**config.mk**
```make
export PLATFORM = sky130hd
export DESIGN_NAME = sample_sender
export DESIGN_NICKNAME = d
export VERILOG_FILES = /design/src/rtl/sample_sender.sv
export SDC_FILE = /design/constraint.sdc
export NUM_CORES = 1
export LEC_CHECK = 0
export CORE_MARGIN = 2
export CORE_UTILIZATION = 53
export CTS_BUF_LIST = sky130_fd_sc_hd__clkbuf_2 sky130_fd_sc_hd__clkbuf_4 sky130_fd_sc_hd__clkbuf_8
export DETAILED_ROUTE_END_ITERATION = 7
export PLACE_DENSITY_LB_ADDON = 0.12
export REMOVE_ABC_BUFFERS = 1
export SETUP_SLACK_MARGIN = 0.15
export SLEW_MARGIN = 20
export SYNTH_ARGS = -nofsm -noshare
export SYNTH_HDL_FRONTEND = slang
export SYNTH_SLANG_ARGS = --single-unit
```
**constraint.sdc**
```tcl
create_clock -name clock -period 3.95 [get_ports clock]
set_input_delay 1.185 -clock clock [delete_from_list [all_inputs] [get_ports clock]]
set_output_delay 1.185 -clock clock [all_outputs]
set_load 0.05 [all_outputs]
```
**src/rtl/sample_sender.sv**
```systemverilog
// Drains captured samples from the sample FIFO and serialises each one into UART bytes.
// Define SAMPLE_SENDER_MSB_FIRST_EN to send the most significant byte of each sample first.
module sample_sender #(
  parameter int unsigned SAMPLE_WIDTH = 8
) (
  input  logic                      clock,
  input  logic                      reset_n,
  input  logic                      start,
  input  logic                      abort,
  input  logic [15:0]               read_count,
  input  logic [SAMPLE_WIDTH/8-1:0] group_disable,
  output logic                      fifo_rd_en,
  input  logic [SAMPLE_WIDTH-1:0]   fifo_data,
  input  logic                      fifo_valid,
  input  logic                      fifo_empty,
  output logic [7:0]                tran_data,
  output logic                      tran_en,
  input  logic                      tx_busy,
  output logic                      busy,
  output logic                      done,
  output logic                      underrun
);

  localparam int NUM_BYTES = int'(SAMPLE_WIDTH / 8);
  localparam int IdxW      = 3;

  typedef enum logic [2:0] {
    StIdle,
    StFetch,
    StWaitData,
    StScan,
    StSend,
    StWaitAck,
    StWaitTx,
    StNext
  } state_e;

  state_e                    state_q, state_d;
  logic [15:0]               count_q, count_d;
  logic [NUM_BYTES-1:0]      gdis_q, gdis_d;
  logic [SAMPLE_WIDTH-1:0]   sample_q, sample_d;
  logic [IdxW-1:0]           pos_q, pos_d;
  logic [7:0]                tran_data_q, tran_data_d;
  logic                      underrun_q, underrun_d;

  logic [IdxW-1:0]           byte_idx;
  logic [7:0]                cur_byte;
  logic                      cur_dis;

  // pos_q counts scan steps; byte_idx maps a step onto a byte lane
`ifdef SAMPLE_SENDER_MSB_FIRST_EN
  assign byte_idx = IdxW'(NUM_BYTES - 1) - pos_q;
`else
  assign byte_idx = pos_q;
`endif

  always_comb begin
    cur_byte = '0;
    cur_dis  = 1'b1;
    for (int i = 0; i < NUM_BYTES; i++) begin
      if (byte_idx == IdxW'(i)) begin
        cur_byte = sample_q[i*8 +: 8];
        cur_dis  = gdis_q[i];
      end
    end
  end

  always_comb begin
    state_d     = state_q;
    count_d     = count_q;
    gdis_d      = gdis_q;
    sample_d    = sample_q;
    pos_d       = pos_q;
    tran_data_d = tran_data_q;
    underrun_d  = underrun_q;
    fifo_rd_en  = 1'b0;
    tran_en     = 1'b0;
    done        = 1'b0;

    unique case (state_q)
      StIdle: begin
        if (start) begin
          count_d    = read_count;
          gdis_d     = group_disable;
          underrun_d = 1'b0;
          state_d    = StFetch;
        end
      end
      StFetch: begin
        if (fifo_empty) begin
          underrun_d = 1'b1;
          done       = 1'b1;
          state_d    = StIdle;
        end else begin
          fifo_rd_en = 1'b1;
          state_d    = StWaitData;
        end
      end
      StWaitData: begin
        if (fifo_valid) begin
          sample_d = fifo_data;
          pos_d    = '0;
          state_d  = StScan;
        end
      end
      StScan: begin
        if (pos_q == IdxW'(NUM_BYTES)) begin
          state_d = StNext;
        end else if (!cur_dis) begin
          tran_data_d = cur_byte;
          state_d     = StSend;
        end else begin
          pos_d = pos_q + 1'b1;
        end
      end
      StSend: begin
        if (!tx_busy) begin
          tran_en = 1'b1;
          state_d = StWaitAck;
        end
      end
      StWaitAck: begin
        if (tx_busy) state_d = StWaitTx;
      end
      StWaitTx: begin
        if (!tx_busy) begin
          pos_d   = pos_q + 1'b1;
          state_d = StScan;
        end
      end
      StNext: begin
        if (count_q == '0) begin
          done    = 1'b1;
          state_d = StIdle;
        end else begin
          count_d = count_q - 1'b1;
          state_d = StFetch;
        end
      end
      default: state_d = StIdle;
    endcase

    // Abort overrides everything: no strobe, no pop, no done, underrun kept as is
    if (abort) begin
      state_d    = StIdle;
      tran_en    = 1'b0;
      fifo_rd_en = 1'b0;
      done       = 1'b0;
      underrun_d = underrun_q;
    end
  end

  always_ff @(posedge clock or negedge reset_n) begin
    if (!reset_n) begin
      state_q     <= StIdle;
      count_q     <= '0;
      gdis_q      <= '0;
      sample_q    <= '0;
      pos_q       <= '0;
      tran_data_q <= '0;
      underrun_q  <= 1'b0;
    end else begin
      state_q     <= state_d;
      count_q     <= count_d;
      gdis_q      <= gdis_d;
      sample_q    <= sample_d;
      pos_q       <= pos_d;
      tran_data_q <= tran_data_d;
      underrun_q  <= underrun_d;
    end
  end

  assign tran_data = tran_data_q;
  assign underrun  = underrun_q;
  assign busy      = (state_q != StIdle);

endmodule

```
==> results of run 1 <==
==> cell usage after synthesis (all sizes together), types with 5 or more instances <==
library cell	n	area (µm²)
mux2	16	180.2
clkbuf	11	41.29
inv	7	26.28
nor4	5	46.29
nand3	9	45.04
dfrtp	40	1001
a21oi	16	80.08
o211ai	5	37.54
nand2	14	52.55
ha	5	62.56
nor2	25	93.84
or4	5	41.29
o21ai	13	65.06
nor3	10	50.05
==> state kept, by name, summed over array words and instances, names as in the netlist <==
signal     count
sample_q       8
state_q        3
count_q       16
gdis_q         1
byte_idx       3
tran_data      8
underrun       1
==> timing repair <==
action,in CTS,in global routing
gates resized for setup,2,4
pin swaps,0,1
endpoints found under the setup margin,1,2
setup buffers,0,1
==> per-layer routing <==
metal,routed length (µm),part of all wire,up-vias
met5,0,0,-
met4,102,0.019,0
met3,305,0.056,14
met2,2679,0.49,69
met1,2367,0.43,995
li1,-,-,957
==> where the power goes <==
group / total [mW] / internal (mW) / switching, mW / leakage [nW]
clock network: 0.340 / 0.194 / 0.146 / 0.0586
registers: 0.621 / 0.520 / 0.101 / 0.501
logic: 0.404 / 0.189 / 0.215 / 0.583
total: 1.37 / 0.903 / 0.462 / 1.14
==> worst max-delay path by stage <==
stage,from,end,slack (ps),cells past startpoint
2_1_floorplan,count_q[0],done,-140,7
3_3_place_gp,abort,fifo_rd_en,260,4
3_5_place_dp,abort,fifo_rd_en,220,4
4_1_cts,count_q[0],done,190,8
5_1_grt,count_q[1],done,100,8
6_report,count_q[0],done,210,8
==> cells by family after synthesis <==
family	Yosys count	share of synthesized area
and+or+nand+nor	91	0.2217
AOI/OAI and AO/OA	60	0.1745
DFF	40	0.4489
buffers and inverters	22	0.03816
muxes	16	0.08081
adders and majority gates	5	0.02806
xor gates and xnor gates	2	0.007858
==> critical path, stage by stage, from the launching register on <==
cell and delay [ps]:
dfrtp_1 410, inv_1 90, ha_1 130, or4b_4 460
or4_4 540, nor2_4 120, a31oi_1 100, nor3_2 230
buf_12 170
==> cell usage in the layout, fill, tap and decap left out, types with 3 or more instances in the layout <==
cell type        netlist  final
a211oi_1               3      3
a21oi_1               16     16
a22oi_1                3      3
a31oi_1                4      4
buf_12                 0      3
buf_4                  0      6
clkbuf_8               0      5
clkdlybuf4s50_1        0     40
dfrtp_1               40     40
ha_1                   5      5
inv_1                  7      7
mux2_2                16     16
nand2_1               14     14
nand2b_1               4      4
nand3_1                9      9
nor2_1                25     24
nor3_1                10      9
nor4_1                 4      4
o211ai_1               5      5
o21ai_0               12     12
or3_1                  4      4
or4_1                  4      3
==> per-stage QoR <==
step	area [µm²]	hold WS, ps	setup slack [ps]	TNS (ps)	util
floorplan	2171	438.5	-138.5	-173.5	-
global placement	2743	458.0	264.7	0	0.6807
detailed placement	2743	479.5	221.9	0	0.6807
CTS	2861	500.5	186.1	0	0.7102
global route	2887	522.7	95.78	0	0.7165
finish	2887	497.6	207.9	0	0.7165
==> cell type report <==
type	count	area (µm²)	area share
sequential	40	1001	0.3468
inverter	7	26.28	0.009103
tap	50	62.56	0.02167
clock inverter	2	35.03	0.01214
multi-input combinational	174	1175	0.4070
timing repair buffer	50	510.5	0.1769
clock buffer	6	76.32	0.02644
==> reports/qor_table.md, run 1 <==
| Quantity | This run | Unit |
| --- | --- | --- |
| Synthesized area per cell | 9.448 | µm² |
| Total grt overflow | 0 | - |
| Wire length of the first global-routing pass | 8480 | µm |
| First-pass iteration count of the detailed router | 4 | - |
| Via count of the first global-routing pass | 1829 | - |
| Hold Path Depth | 2 | - |
| Total detailed-routing wirelength | 5455 | µm |
| Count of cell types in the netlist | 50 | - |
| Unrepaired setup endpoints after global routing | yes | - |
| Number of cells in the finished layout apart from fillers | 329 | - |
| Area of the mapped netlist | 0.002230 | mm² |
| Minimum clock period | 3742 | ps |
| Slew at the pin with the worst max-slew slack | 895.6 | ps |
| Number of inserted filler cells in the final layout | 310 | - |
| Port buffer count | 44 | - |
| Placed instance count | 320 | - |
| DPL Wire Length | 3763 | µm |
| Die Y | 68.86 | µm |
| Synthesis-stage register bit count | 40 | - |
| Launch instance of the worst register-to-register path | count_q[6] | - |
| Number of sinks driven by the clock tree | 40 | - |
| Largest net degree at the start of global routing | 41 | - |
| Global-route track usage on met1 | 0.3236 | - |
| Number of instances in the synthesized netlist | 236 | - |
| Clk Tree Root Cell | clkbuf_8 | - |
| Clock latency on the worst-skew pair | 300 | ps |
| Ratio of cells with drive above 1 in the final layout | 0.1649 | - |
| Number of top-level design ports | 45 | - |
| Number of max-cap violations | 0 | - |
| Flop2flop setup slack | 1520 | ps |
| Endpoint, Worst Hold | gdis_q | - |
| Diode insertion count for antenna repair | 0 | - |
| Run status | finished, final reports clean | - |
| Async set or reset register ratio after synthesis | 1.000 | - |
| Leak Pwr | 1.142 | nW |
| Signal arrival time at the worst endpoint | 2560 | ps |
| Worst supply voltage drop on vdd | 0.0002941 | V |
| Area inside the core boundary | 0.004029 | mm² |
| Effective utilization at floorplan | 0.5534 | - |
| H-Tree Depth | 2 | - |
| PnR Total Power | 1.366 | mW |
| Routing usage on met3 | 0.04383 | - |
| Worst slew margin relative to its limit | 0.4030 | - |
| Number of synthesized flops with an enable pin | 0 | - |
| Synth Flop Type | dfrtp_1 | - |
| Placer Congestion | 0.8888 | - |
| Via/cell ratio | 6.185 | - |
| Clock-pin slew on the worst setup and hold paths | 80 | ps |
| Area added between synthesis and finish | 29.46 | % |
| Horizontal extent of the die | 68.86 | µm |
| Fmax | 267.2 | MHz |
| TritonCTS Buffers | 5 | - |
| Setup Skew | 3.555 | ps |
| Category of the critical setup timing path | register to output pin | - |
| Cts hold-fix bufs | 0 | - |
| Via count | 2035 | - |
| Final Cycle Share | 0.9474 | - |
| Portion of the post-synthesis area used by sequential elements | 0.4489 | - |
| Startpoint of the tightest hold check path | gdis_q | - |
| Required time at the endpoint of the critical path | 2760 | ps |
| Count of endpoints failing setup in the final report | 0 | - |
| Capture instance of the worst register-to-register path | count_q[15] | - |
| Number of antenna violations at the first check in global routing | 0 | - |
| Total count of hold-check failures in the final report | 0 | - |
| Drt first-iter violations | 164 | - |
| Launching element type of the critical path | register | - |
| Worst-case reg-to-reg path depth | 5 | - |
| Kind of path behind the tightest hold check | register to register | - |
| Detail Route Antenna Nets | 0 | - |
| Drc violations | 0 | - |
| Nature of the critical path endpoint | output pin | - |
| Highest fanout seen on the critical path | 4 | - |
| Number of warning messages in the yosys log | 0 | - |
| Slew Limit Fails | 0 | - |
| TritonCTS clock tree | yes | - |
| GR Util met2 | 0.3846 | - |
| Routed wire per std cell | 16.58 | µm |
| Final #Nets | 315 | - |
| Ratio of total power to cell area | 473.2 | mW/mm² |
| Most heavily used metal layer in global routing | met2 | - |
| Total Die Area | 0.004742 | mm² |
| Cell row count | 23 | - |
| Overall Global Routing Usage | 0.2402 | - |
| Buffers from clock root to sink, at most | 2 | - |
Power figures use the tool's default switching activity.
==> run 2: changes to the inputs <==
- SKIP_CTS_REPAIR_TIMING: not set -> 1
==> run 2 against run 1 <==
Register-to-register slack hardly changed. Worst hold slack worse by 0.62 ps. First-iteration DRC count is 6.7% lower.
==> reports/qor_table.md, run 2 (synthesis results as in run 1) <==
| Quantity | This run | Unit |
| --- | --- | --- |
| Number of max-cap violations | 0 | - |
| Total grt overflow | 0 | - |
| Most flops, register | count_q | - |
| Wire length of the first global-routing pass | 8424 | µm |
| Via count | 2007 | - |
| Slew at the pin with the worst max-slew slack | 898.2 | ps |
| Number of sinks driven by the clock tree | 40 | - |
| Clock-pin slew on the worst setup and hold paths | 80 | ps |
| Placer Congestion | 0.8888 | - |
| Horizontal extent of the die | 68.86 | µm |
| Total Die Area | 0.004742 | mm² |
| Run status | finished, final reports clean | - |
| Startpoint of the tightest hold check path | gdis_q | - |
| Setup Skew | 5.997 | ps |
| Category of the critical setup timing path | register to output pin | - |
| Clock latency on the worst-skew pair | 290 | ps |
| Drt first-iter violations | 153 | - |
| Pre-CTS WS | 221.9 | ps |
| Area inside the core boundary | 0.004029 | mm² |
| Accumulated negative setup slack | 0 | ps |
| Kind of path behind the tightest hold check | register to register | - |
| Number of antenna violations at the first check in global routing | 0 | - |
| Number of cells in the finished layout apart from fillers | 329 | - |
| DPL Wire Length | 3763 | µm |
| Number of flip-flops under the largest register name | 16 | - |
| Ratio of cells with drive above 1 in the final layout | 0.1649 | - |
| Ratio of total power to cell area | 471.4 | mW/mm² |
| Final Cycle Share | 0.9462 | - |
| Launch instance of the worst register-to-register path | count_q[6] | - |
| Final WS setup | 212.6 | ps |
| Placed instance count | 320 | - |
| Final #Nets | 315 | - |
| Cell row count | 23 | - |
| Highest fanout seen on the critical path | 3 | - |
| Clk Tree Root Cell | clkbuf_8 | - |
| Total detailed-routing wirelength | 5408 | µm |
| Cell area after layout | 0.002887 | mm² |
| Register cell area after layout | 0.001001 | mm² |
| Effective utilization at floorplan | 0.5534 | - |
| Leak Pwr | 1.142 | nW |
| Required time at the endpoint of the critical path | 2760 | ps |
| Count of endpoints failing setup in the final report | 0 | - |
| Number of inserted filler cells in the final layout | 308 | - |
| Diode insertion count for antenna repair | 0 | - |
| Fmax | 267.6 | MHz |
| Die Y | 68.86 | µm |
| Largest net degree at the start of global routing | 41 | - |
| Worst supply voltage drop on vdd | 0.0002951 | V |
| Capture instance of the worst register-to-register path | count_q[15] | - |
| Nature of the critical path endpoint | output pin | - |
| TritonCTS Buffers | 5 | - |
| Endpoint, Worst Hold | gdis_q | - |
| Overall Global Routing Usage | 0.2385 | - |
| Slew Limit Fails | 0 | - |
| Via count of the first global-routing pass | 1821 | - |
| Minimum clock period | 3737 | ps |
| Worst slew margin relative to its limit | 0.4012 | - |
| Via/cell ratio | 6.100 | - |
| Total count of hold-check failures in the final report | 0 | - |
| Highest-count cells in the layout ignoring fill and taps | dfrtp_1 (40), clkdlybuf4s50_1 (40), nor2_1 (24) | - |
| Util after Layout | 0.7165 | - |
| Launching element type of the critical path | register | - |
| TritonCTS clock tree | yes | - |
| Hold Path Depth | 2 | - |
| First-pass iteration count of the detailed router | 4 | - |
| Tightest hold margin | 497.0 | ps |
| Worst-case reg-to-reg path depth | 5 | - |
| H-Tree Depth | 2 | - |
| PnR Total Power | 1.361 | mW |
| Signal arrival time at the worst endpoint | 2550 | ps |
| Buffers from clock root to sink, at most | 2 | - |
| Number of top-level design ports | 45 | - |
| Flop2flop setup slack | 1520 | ps |
| Unrepaired setup endpoints after global routing | yes | - |
| Area added between synthesis and finish | 29.46 | % |
| Port buffer count | 44 | - |
| Multi-input combinational cell area | 0.001175 | mm² |
| Cell area after placement | 0.002743 | mm² |
| Drc violations | 0 | - |
| Routed wire per std cell | 16.44 | µm |
| Detail Route Antenna Nets | 0 | - |
[run 2: cell type report]
type / instances / share of cell area
tap: 50 / 0.02167
timing repair buffer: 50 / 0.1769
multi-input combinational: 174 / 0.4070
clock buffer: 6 / 0.02644
sequential: 40 / 0.3468
clock inverter: 2 / 0.01214
inverter: 7 / 0.009103
[run 2: routing by layer]
metal,global-route usage,up-vias,wire [µm]
li1,-,961,-
met1,0.3195,981,2329
met2,0.3834,55,2744
met3,0.04383,10,254
met4,0.09314,0,79
met5,0,-,0
[run 2: worst max path at each step]
stage,startpoint,endpoint,slack (ps),depth (start not counted)
global placement,abort,fifo_rd_en,260,4
detailed placement,abort,fifo_rd_en,220,4
CTS,count_q[0],done,50,8
floorplan,count_q[0],done,-140,7
global route,count_q[1],done,100,8
finish,count_q[1],done,210,8
[run 2: power by group]
| group | total [mW] | switching [mW] | internal, mW | leakage (nW) |
|---|---|---|---|---|
| Combinational | 0.403 | 0.214 | 0.189 | 0.583 |
| Clock | 0.337 | 0.142 | 0.194 | 0.0586 |
| Sequential | 0.620 | 0.100 | 0.520 | 0.501 |
[run 2: critical path, stage by stage, from the launching register on]
cell and delay, ps:
dfrtp_1 400, inv_1 100, ha_1 140, or4b_4 460, or4_4 540, nor2_4 120, a31oi_1 100, nor3_2 230
buf_12 170
==> run 3: changes to the inputs <==
- SLEW_MARGIN: 20 -> not set
==> results of run 3 <==
The final DEF is identical to that of run 2; final timing and power are the same.
